$ cat config.mk
export PLATFORM = sky130hd
export DESIGN_NAME = hit_tally
export DESIGN_NICKNAME = d
export VERILOG_FILES = /design/src/rtl/hit_tally.sv
export SDC_FILE = /design/constraint.sdc
export NUM_CORES = 1
export LEC_CHECK = 0
export ABC_AREA = 0
export CORE_ASPECT_RATIO = 0.6
export CORE_MARGIN = 3
export CORE_UTILIZATION = 55
export CTS_BUF_LIST = sky130_fd_sc_hd__clkbuf_4
export DETAILED_ROUTE_END_ITERATION = 7
export DONT_BUFFER_PORTS = 1
export PLACE_DENSITY = 0.72
export SYNTH_ARGS = -nofsm -noshare
export SYNTH_HDL_FRONTEND = slang
export SYNTH_SLANG_ARGS = --single-unit
$ cat constraint.sdc
create_clock -name clk -period 5.08 [get_ports clk]
set_input_delay 1.27 -clock clk [delete_from_list [all_inputs] [get_ports clk]]
set_output_delay 1.27 -clock clk [all_outputs]
set_load 0.02 [all_outputs]
$ cat src/rtl/hit_tally.sv
// hit_tally: two-digit BCD event tally with a stretched hit LED and
// seven-segment decode of both digits.
// Optional build macro HIT_TALLY_SAT_EN: the tally holds at 99 instead of
// wrapping to 00.
//
//  state | meaning
//  IDLE  | no recent hit, led low
//  HOLD  | hit seen within the last STRETCH cycles, led high
module hit_tally #(
    parameter int unsigned STRETCH = 4
) (
    input  logic       clk,
    input  logic       reset,
    input  logic       hit,
    input  logic       clear,
    output logic [3:0] count_ones,
    output logic [3:0] count_tens,
    output logic       led,
    output logic [6:0] HEX0,
    output logic [6:0] HEX1
);

    typedef enum logic {
        IDLE = 1'b0,
        HOLD = 1'b1
    } state_t;

    // The counter runs STRETCH-1 down to 0, and HOLD takes one more edge to
    // leave, so led stays high for STRETCH cycles.
    localparam logic [3:0] RELOAD = 4'(STRETCH - 1);

    state_t     state_q, state_d;
    logic [3:0] hold_q, hold_d;
    logic       led_q, led_d;
    logic [3:0] ones_q, ones_d;
    logic [3:0] tens_q, tens_d;

    // Active-low segment pattern, bit 0 = a ... bit 6 = g; non-BCD input blanks.
    function automatic logic [6:0] seg7(input logic [3:0] digit);
        case (digit)
            4'd0:    seg7 = 7'b1000000;
            4'd1:    seg7 = 7'b1111001;
            4'd2:    seg7 = 7'b0100100;
            4'd3:    seg7 = 7'b0110000;
            4'd4:    seg7 = 7'b0011001;
            4'd5:    seg7 = 7'b0010010;
            4'd6:    seg7 = 7'b0000010;
            4'd7:    seg7 = 7'b1111000;
            4'd8:    seg7 = 7'b0000000;
            4'd9:    seg7 = 7'b0010000;
            default: seg7 = 7'b1111111;
        endcase
    endfunction

    // Stretch FSM next state: a hit always (re)loads the hold counter.
    always_comb begin
        state_d = state_q;
        hold_d  = hold_q;
        case (state_q)
            IDLE: begin
                if (hit) begin
                    state_d = HOLD;
                    hold_d  = RELOAD;
                end
            end
            HOLD: begin
                if (hit) begin
                    hold_d = RELOAD;
                end else if (hold_q != 4'd0) begin
                    hold_d = hold_q - 4'd1;
                end else begin
                    state_d = IDLE;
                end
            end
            default: begin
                state_d = IDLE;
                hold_d  = 4'd0;
            end
        endcase
        led_d = (state_d == HOLD);
    end

    // BCD tally next value; clear wins over hit and leaves the FSM alone.
    always_comb begin
        ones_d = ones_q;
        tens_d = tens_q;
        if (clear) begin
            ones_d = 4'd0;
            tens_d = 4'd0;
        end else if (hit) begin
            if (ones_q == 4'd9) begin
                if (tens_q == 4'd9) begin
`ifdef HIT_TALLY_SAT_EN
                    ones_d = 4'd9;
                    tens_d = 4'd9;
`else
                    ones_d = 4'd0;
                    tens_d = 4'd0;
`endif
                end else begin
                    ones_d = 4'd0;
                    tens_d = tens_q + 4'd1;
                end
            end else begin
                ones_d = ones_q + 4'd1;
            end
        end
    end

    // State registers with synchronous reset overriding hit and clear.
    always_ff @(posedge clk) begin
        if (reset) begin
            state_q <= IDLE;
            hold_q  <= 4'd0;
            led_q   <= 1'b0;
            ones_q  <= 4'd0;
            tens_q  <= 4'd0;
        end else begin
            state_q <= state_d;
            hold_q  <= hold_d;
            led_q   <= led_d;
            ones_q  <= ones_d;
            tens_q  <= tens_d;
        end
    end

    // Output decode; the tens digit is blanked when it is a leading zero.
    always_comb begin
        count_ones = ones_q;
        count_tens = tens_q;
        led        = led_q;
        HEX0       = seg7(ones_q);
        HEX1       = (tens_q == 4'd0) ? 7'b1111111 : seg7(tens_q);
    end

endmodule

# Word level (Yosys, flattened, before mapping)
# Memory sizes are Yosys's and may differ from the RTL's. A register that Yosys moved wholly into a read port is not among the register bits.
# Cells that the tools add are included.
[word_totals]
reg_bits = 13
rom_bits = 224
input_bits = 4
output_inout_bits = 23
elab_cells = 34
memories = 2
[mem_list]
columns = ["memory", "depth", "word_bits", "rd", "rd_ports_with_merged_regs", "write_ports", "line_no", "text"]
rows = [
  ["(name not given)", 16, 7, 1, 1, 0, "40", "case (digit)"],
  ["(name not given)", 16, 7, 1, 1, 0, "40", ""],
]
[op_classes]
addsub = 3
eq_ne = 4
mux = 15
n_bitwise = 1
reduce_logical = 5
[op_table]
columns = ["operator", "n"]
rows = [
  ["$mux 4", 9],
  ["$add 4x1->4 const B", 2],
  ["$eq 4x4->1 const B", 2],
  ["$pmux 4 s2", 1],
  ["$mux 7", 1],
  ["$logic_not 4->1", 1],
  ["$reduce_and 2->1", 2],
  ["$reduce_bool 4->1", 1],
  ["$sub 4x1->4 const B", 1],
  ["$mux 1", 3],
  ["$ne 3x2->1 const B", 1],
  ["$ne 2x2->1 const B", 1],
  ["$pmux 1 s2", 1],
  ["$reduce_or 2->1", 1],
  ["$not 1->1", 1],
]

# Depth between registers and ports, before layout
[depth]
depth_word = 4
ltp_mapped = 11
mapped_depth_nobuf = 10

# Least setup slack after synthesis
# Ideal clock, no wire load.
[synth_timing]
kind = "input to register"
from = "in hit"
to = "reg (tool-made name)"
setup_time_ns = 0.074
t_arrival_ns = 2.978
t_required_ns = 5.006
slack_ns = 2.028
path_stages = 9
n_path_buf = 1
path_cell_list = "and4b_1 -> buf_4 -> o211ai_1 -> a21oi_2 -> inv_1 -> ha_1 -> mux2_1 -> o22a_1 -> a31oi_1"
[synth_rtl]
columns = ["item", "line_no", "text"]
rows = [
  ["start, declared", "14", "input logic hit,"],
]

# Worst setup path after layout
[layout_timing]
from = "reg tens_q[0], in the netlist count_tens[0]"
to = "out HEX1[1]"
[layout_between]
elab_chain_cells = 2
[layout_rtl]
columns = ["item", "line_no", "text"]
rows = [
  ["start, declared", "36", "logic [3:0] tens_q, tens_d;"],
  ["start signal, assigned", "123", "tens_q <= tens_d;"],
  ["$logic_not 4->1", "133", "HEX1 = (tens_q == 4'd0) ? 7'b1111111 : seg7(tens_q);"],
  ["$mux 7", "133", ""],
  ["end, declared", "20", "output logic [6:0] HEX1"],
]
# Every way passes these cells.

==> metrics <==
outcome=completed; Antenna diodes=0; vias in the first global route=between 1000 and 1500; crit path capture type=output port; post-detailed-route via-to-cell ratio=~5.9; crit path DAT=2030 ps; sequential share of the synthesized area=a little over a third; syn_nets=about 190; Routed Antenna Nets=0; largest net degree at the start of global routing=17; Switching Fraction=25.4%; post-CTS sizing=0; worst-path fanout max=8; part of the power in registers=around 66%; hold_sp=hold_q[1]; slowest stage cell, crit path=nor3b_1; H-Tree Depth=1; cell area after placement=1540 µm²; DR pass1 iterations=4; TritonCTS clock tree=done; startpoint types=flop; final core utilization=between 60% and 70%; cell area after synthesis=roughly 1600 µm²; RSZ-0062 raised after global routing=false; ys async rst share=0%; Max-Cap Viols=0; Worst Path Buf+Inv=1; Final Hold Viols=0; Detailed Route WL=about 3.2 mm; clock tree root buffer cell=clkbuf_4; Yosys Warn Count=0; skew final=21.6 ps; ordered cell list for the critical path=inv_1 > ha_1 > nor3b_1 > or2_2; post-synthesis cell count=about 170; # clock sinks=27; WP data required=between 3000 and 4000 ps; Synth Flop Type=dfxtp_1; Critical Path Source=count_tens[0]; Max Slew Vio Count=0; wire length of the first global-routing pass=about 5.4 mm; hold-fix buffers at CTS=0; largest cells by area after synthesis=dfxtp_1 (35%), ha_1 (13%), a21oi_1 (5.5%); slowest cell delay on critical path=580 ps; Psw=0.0877 mW; Chip Width=74.7 µm; setup violators final=0; Leak=0.600 nW; Post-synth EDFFs=0; synthesized area per cell=9.06 µm²; WHS=between 500 and 600 ps; initial DRC count=~110; Slew Limit Headroom=roughly 53%; Synth Register Bits=27; Comb power frac=around 7.0%; I/O pins=27; initial antenna violation count=0; PwrDens=219 nW/µm²; Num CTS Buffers=3; total negative slack=0 ps; Starting Density=between 60% and 70%; core region area=~2600 µm²; Pint=between 0.2 and 0.3 mW; Hold Path Class=flop to flop; total number of vias=~1200; power share of the clock group=27.4%; drc violations=0; # Post-CTS Setup Buffers=0; VDD IR-drop max=about 0.17 mV; GP Congestion=0.887; CTS Buffer Depth=2; IO buf count=0; Nets=between 150 and 200; Final min period=roughly 3300 ps; ratio of cells with drive above 1 in the final layout=a little over an eighth; post-synth top area share=34.7%; fin crit share=between 60 and 70%; overall routing resource usage=between 20% and 30%; die height=about 47 µm; cell taking the most area after synthesis=dfxtp_1; critical path class=flop to output port; global route overflow=0; area of the die=roughly 3500 µm²; Distinct cells, synth=48; maximum clock frequency=roughly 300 MHz; DP Wirelength=2.52 mm; Clk pin slew, worst setup/hold paths=~160 ps; worst skew pair latency=roughly 330 ps; Routed WL per cell=16.1 µm; Crit Reg-Reg Startpoint=count_ones[0]; Final Cell Area=about 1600 µm²; Cell Rows=14; worst-margin pin slew=about 700 ps; area growth from synthesis to layout=0.963%; CP delay by family, top=simple AND/OR/NAND/NOR gates
area by class of cell:
cell class,count,area [µm²]
clock buffer,3,22.5
sequential,27,541
clock inverter,1,7.51
inverter,15,56.3
multi-input combinational,122,907
fill,237,1020
tap,32,40.0
logic make-up (layout without fill, tap and decap cells):
group | Yosys count | after routing | share of synthesized area, %
flops | 27 | 27 | 34.7
compound gates | 45 | 45 | 19.3
simple gates | 51 | 51 | 19.8
buf+inv | 23 | 19 | 7.14
fa+ha+maj | 16 | 16 | 12.8
xor+xnor | 4 | 4 | 2.25
mux | 6 | 6 | 3.93
per-layer routing:
metal / global-route usage [%] / vias up / share of wire [%]
met1: 31.3 / 533 / 51
met3: 7.26 / 2 / 8.4
met2: 28.4 / 51 / 40
li1: - / 598 / -
met4: 3.55 / 0 / 0.53
met5: 0 / - / 0
worst paths after layout:
| path | endpoint | depth (start not counted) | slack (ps) |
|---|---|---|---|
| setup / recovery | HEX1[1] | 4 | 1780 |
| hold / removal | hold_q[1] | 2 | 540 |
| setup reg to reg | flop | 9 | 2150 |
| hold reg to reg | hold_q[1] | 2 | 540 |
synthesized netlist by cell type (2+ instances only):
library cell	n
a211oi_1	2
a21bo_2	2
a21oi_1	17
a31oi_1	2
buf_4	2
buf_6	2
clkbuf_1	2
dfxtp_1	27
ha_1	16
inv_1	14
mux2i_1	5
nand2_1	12
nand2b_1	2
nand3b_1	2
nand4_1	3
nor2_1	6
nor3_1	5
nor3b_1	3
o211ai_1	3
o21ai_0	7
o31ai_1	2
or2_1	2
or2_2	7
xnor2_1	3
tightest hold or removal path, delay by kind of cell, from the launching register on:
family / cells / cell delay (ps)
AND/OR/NAND/NOR: 1 / 70
flip-flops: 1 / 380
AO/OA/AOI/OAI: 1 / 70
layout by cell type (no fill, tap or decap), types with 3 or more instances in the layout:
master	synthesis	layout
o211ai_1	3	3
nand2_1	12	12
clkbuf_4	0	3
nand4_1	3	3
mux2i_1	5	5
xnor2_1	3	3
nor3b_1	3	3
a21oi_1	17	17
nor2_1	6	6
o21ai_0	7	7
inv_1	14	14
dfxtp_1	27	27
nor3_1	5	5
ha_1	16	16
or2_2	7	7
power groups by stage:
stage | registers, mW | clock network [mW] | logic (mW)
after CTS | 0.227 | 0.0967 | 0.0243
after global placement | 0.231 | 0 | 0.0231
after detailed placement | 0.231 | 0 | 0.0239
after floorplan | 0.230 | 0 | 0.0230
after global routing | 0.227 | 0.106 | 0.0283
final | 0.226 | 0.0944 | 0.0242
stage by stage:
step,std cells,worst slack (ps),power (mW)
floorplan,172,2030,0.253
global placement,196,1810,0.254
detailed placement,196,1750,0.255
CTS,200,1810,0.348
global route,200,1680,0.361
finish,200,1780,0.345
Note: power is estimated with default switching activity, not from simulation.
==> edit: new RTL, config.mk and constraints unchanged <==
Put a register stage on the output `count_tens`, cleared by the reset. The value now appears one clock later. The other outputs are not delayed to match.
--- a/src/rtl/hit_tally.sv
+++ b/src/rtl/hit_tally.sv
@@ -29,4 +29,6 @@
     // leave, so led stays high for STRETCH cycles.
     localparam logic [3:0] RELOAD = 4'(STRETCH - 1);
+
+    logic [3:0] count_tens_d;
 
     state_t     state_q, state_d;
@@ -128,5 +130,5 @@
     always_comb begin
         count_ones = ones_q;
-        count_tens = tens_q;
+        count_tens_d = tens_q;
         led        = led_q;
         HEX0       = seg7(ones_q);
@@ -134,4 +136,12 @@
     end
 
+    always_ff @(posedge clk) begin
+        if (reset) begin
+            count_tens <= '0;
+        end else begin
+            count_tens <= count_tens_d;
+        end
+    end
+
 endmodule
 
Formal check against the unedited RTL: no difference found for any inputs over 10 cycles, from zero or initial values and one cycle with reset high; that may be too few to reach the edited logic, so the function may still have changed.
==> edit against the original RTL <==
  * Clock skew down 0.014 ns
  * Wire length increased by 2.4%
  * Worst hold slack better by 0.019 ns
  * Sequential cell count grew 4
  * Final area increased by 2.6%
  * Die area fell by 1.7%
  * Setup slack improved by 0.27 ns
  * Area after synthesis shrank 1.8%
  * Total power is 36% higher
==> edit: results (changes against the original RTL) <==
Setup path
  – Register-to-register setup slack: 2.30 ns (+0.15 ns)
  – Critical path arrival: 1.75 ns (-0.28 ns)
  – Worst Path Max Fanout: 7 (-1)
  – CP peak stage delay: 0.47 ns (-0.11 ns)
  – Startpoint Class: register

Clocking
  – H-tree depth: 2 (+1)
  – Clock edge transition at the registers on the reported setup and hold paths: 0.10 ns (-0.06 ns)
  – Total CTS buffers: 5 (+2)
  – Post-CTS setup buffers: 0 (unchanged)

Layout
  – Nets: 190 (+0.53%)
  – Layout cells sized above 1: 0.1404 (+0.009398)

Routing
  – Vias post-DR: 1129 (-4.6%)
  – DR iter-0 viols: 77 (-32%)
  – WL/cell: 16.22 um (+0.85%)

GRT
  – Vias in the first global route: 1067 (-2.7%)
  – Largest net degree at the start of global routing: 12 (-5)
  – Met3 usage: 0.1068 (+0.03419)
  – First-pass GRT wire length: 5326 um (-1.8%)
  – GR Util met2: 0.2958 (+0.01131)
  – Global routing usage on met1: 0.2953 (-0.01725)

Power and ir drop
  – Max IR drop VDD: 131.6 uV (-22%)
  – P_leak: 0.6656 nW (+11%)

Place
  – Post-Place Setup Slack: 1.984 ns (+0.2355 ns)
  – Post-DP HPWL: 2424 um (-3.6%)

Timing
  – Tightest Pin Transition: 0.7247 ns (+0.02577 ns)
  – Fmax: 330.9 MHz (+9.0%)
  – Skew final: 0.007541 ns (-0.01411 ns)

Synthesis
  – Syn nets: 189 (-1.6%)
  – Synth warn: 0 (unchanged)
  – Sequential area share after synthesis: 0.4056 (+0.05885)
  – Most frequent cells after synthesis: 31 x dfxtp_1, 17 x inv_1, 16 x a21oi_1, 16 x ha_1, 11 x nand2_1
  – Synth unique cells: 41 (-15%)

Run status
  – Status: finished clean
## edit: changes by cell type after synthesis, moves of 3 or more
cell	delta
nand3_1	+5
nor3_1	-3
inv_1	+3
or2_2	+3
dfxtp_1	+4
## edit: final timing paths
path / start / to / depth (start not counted)
min: count_tens_d[3] / count_tens[3] / 1
max reg2reg: count_ones[0] / register / 8
min reg2reg: count_tens_d[3] / count_tens[3] / 1
max: count_tens_d[0] / HEX1[6] / 4
## edit: cells by family (layout without fill, tap and decap cells)
group,after synthesis,in the layout,share of synthesized area
compound gates,36,36,0.1505
xor+xnor,5,5,0.02862
fa+ha+maj,16,16,0.1308
buf+inv,24,26,0.06459
flops,31,31,0.4056
mux,5,5,0.03352
simple gates,52,52,0.1864
## edit: power by group
part	internal, W	switching [W]
clock network	0.000101	0.0000857
registers	0.000249	0.00000892
logic	0.0000101	0.0000150
total	0.000360	0.000110
## edit: layout make-up
class,count,area [um2]
Tap cell,32,40.04
Fill cell,215,959.7
Clock inverter,3,38.79
Clock buffer,5,37.54
Sequential cell,31,620.6
Multi-Input combinational cell,114,810.8
Inverter,18,67.56
## edit: through the flow
stage	std cells	hold WS [ns]	cell area, um2
floorplan	169	0.4980	1530
global placement	195	0.5260	1539
detailed placement	195	0.5309	1539
CTS	203	0.5534	1615
global route	203	0.5967	1615
finish	203	0.5629	1615
## edit: per-layer routing
metal | share of wire | wire length [um] | up-vias
met1 | 0.48 | 1594 | 504
li1 | - | - | 571
met4 | 0.021 | 68 | 0
met5 | 0 | 0 | -
met3 | 0.094 | 309 | 8
met2 | 0.40 | 1320 | 46
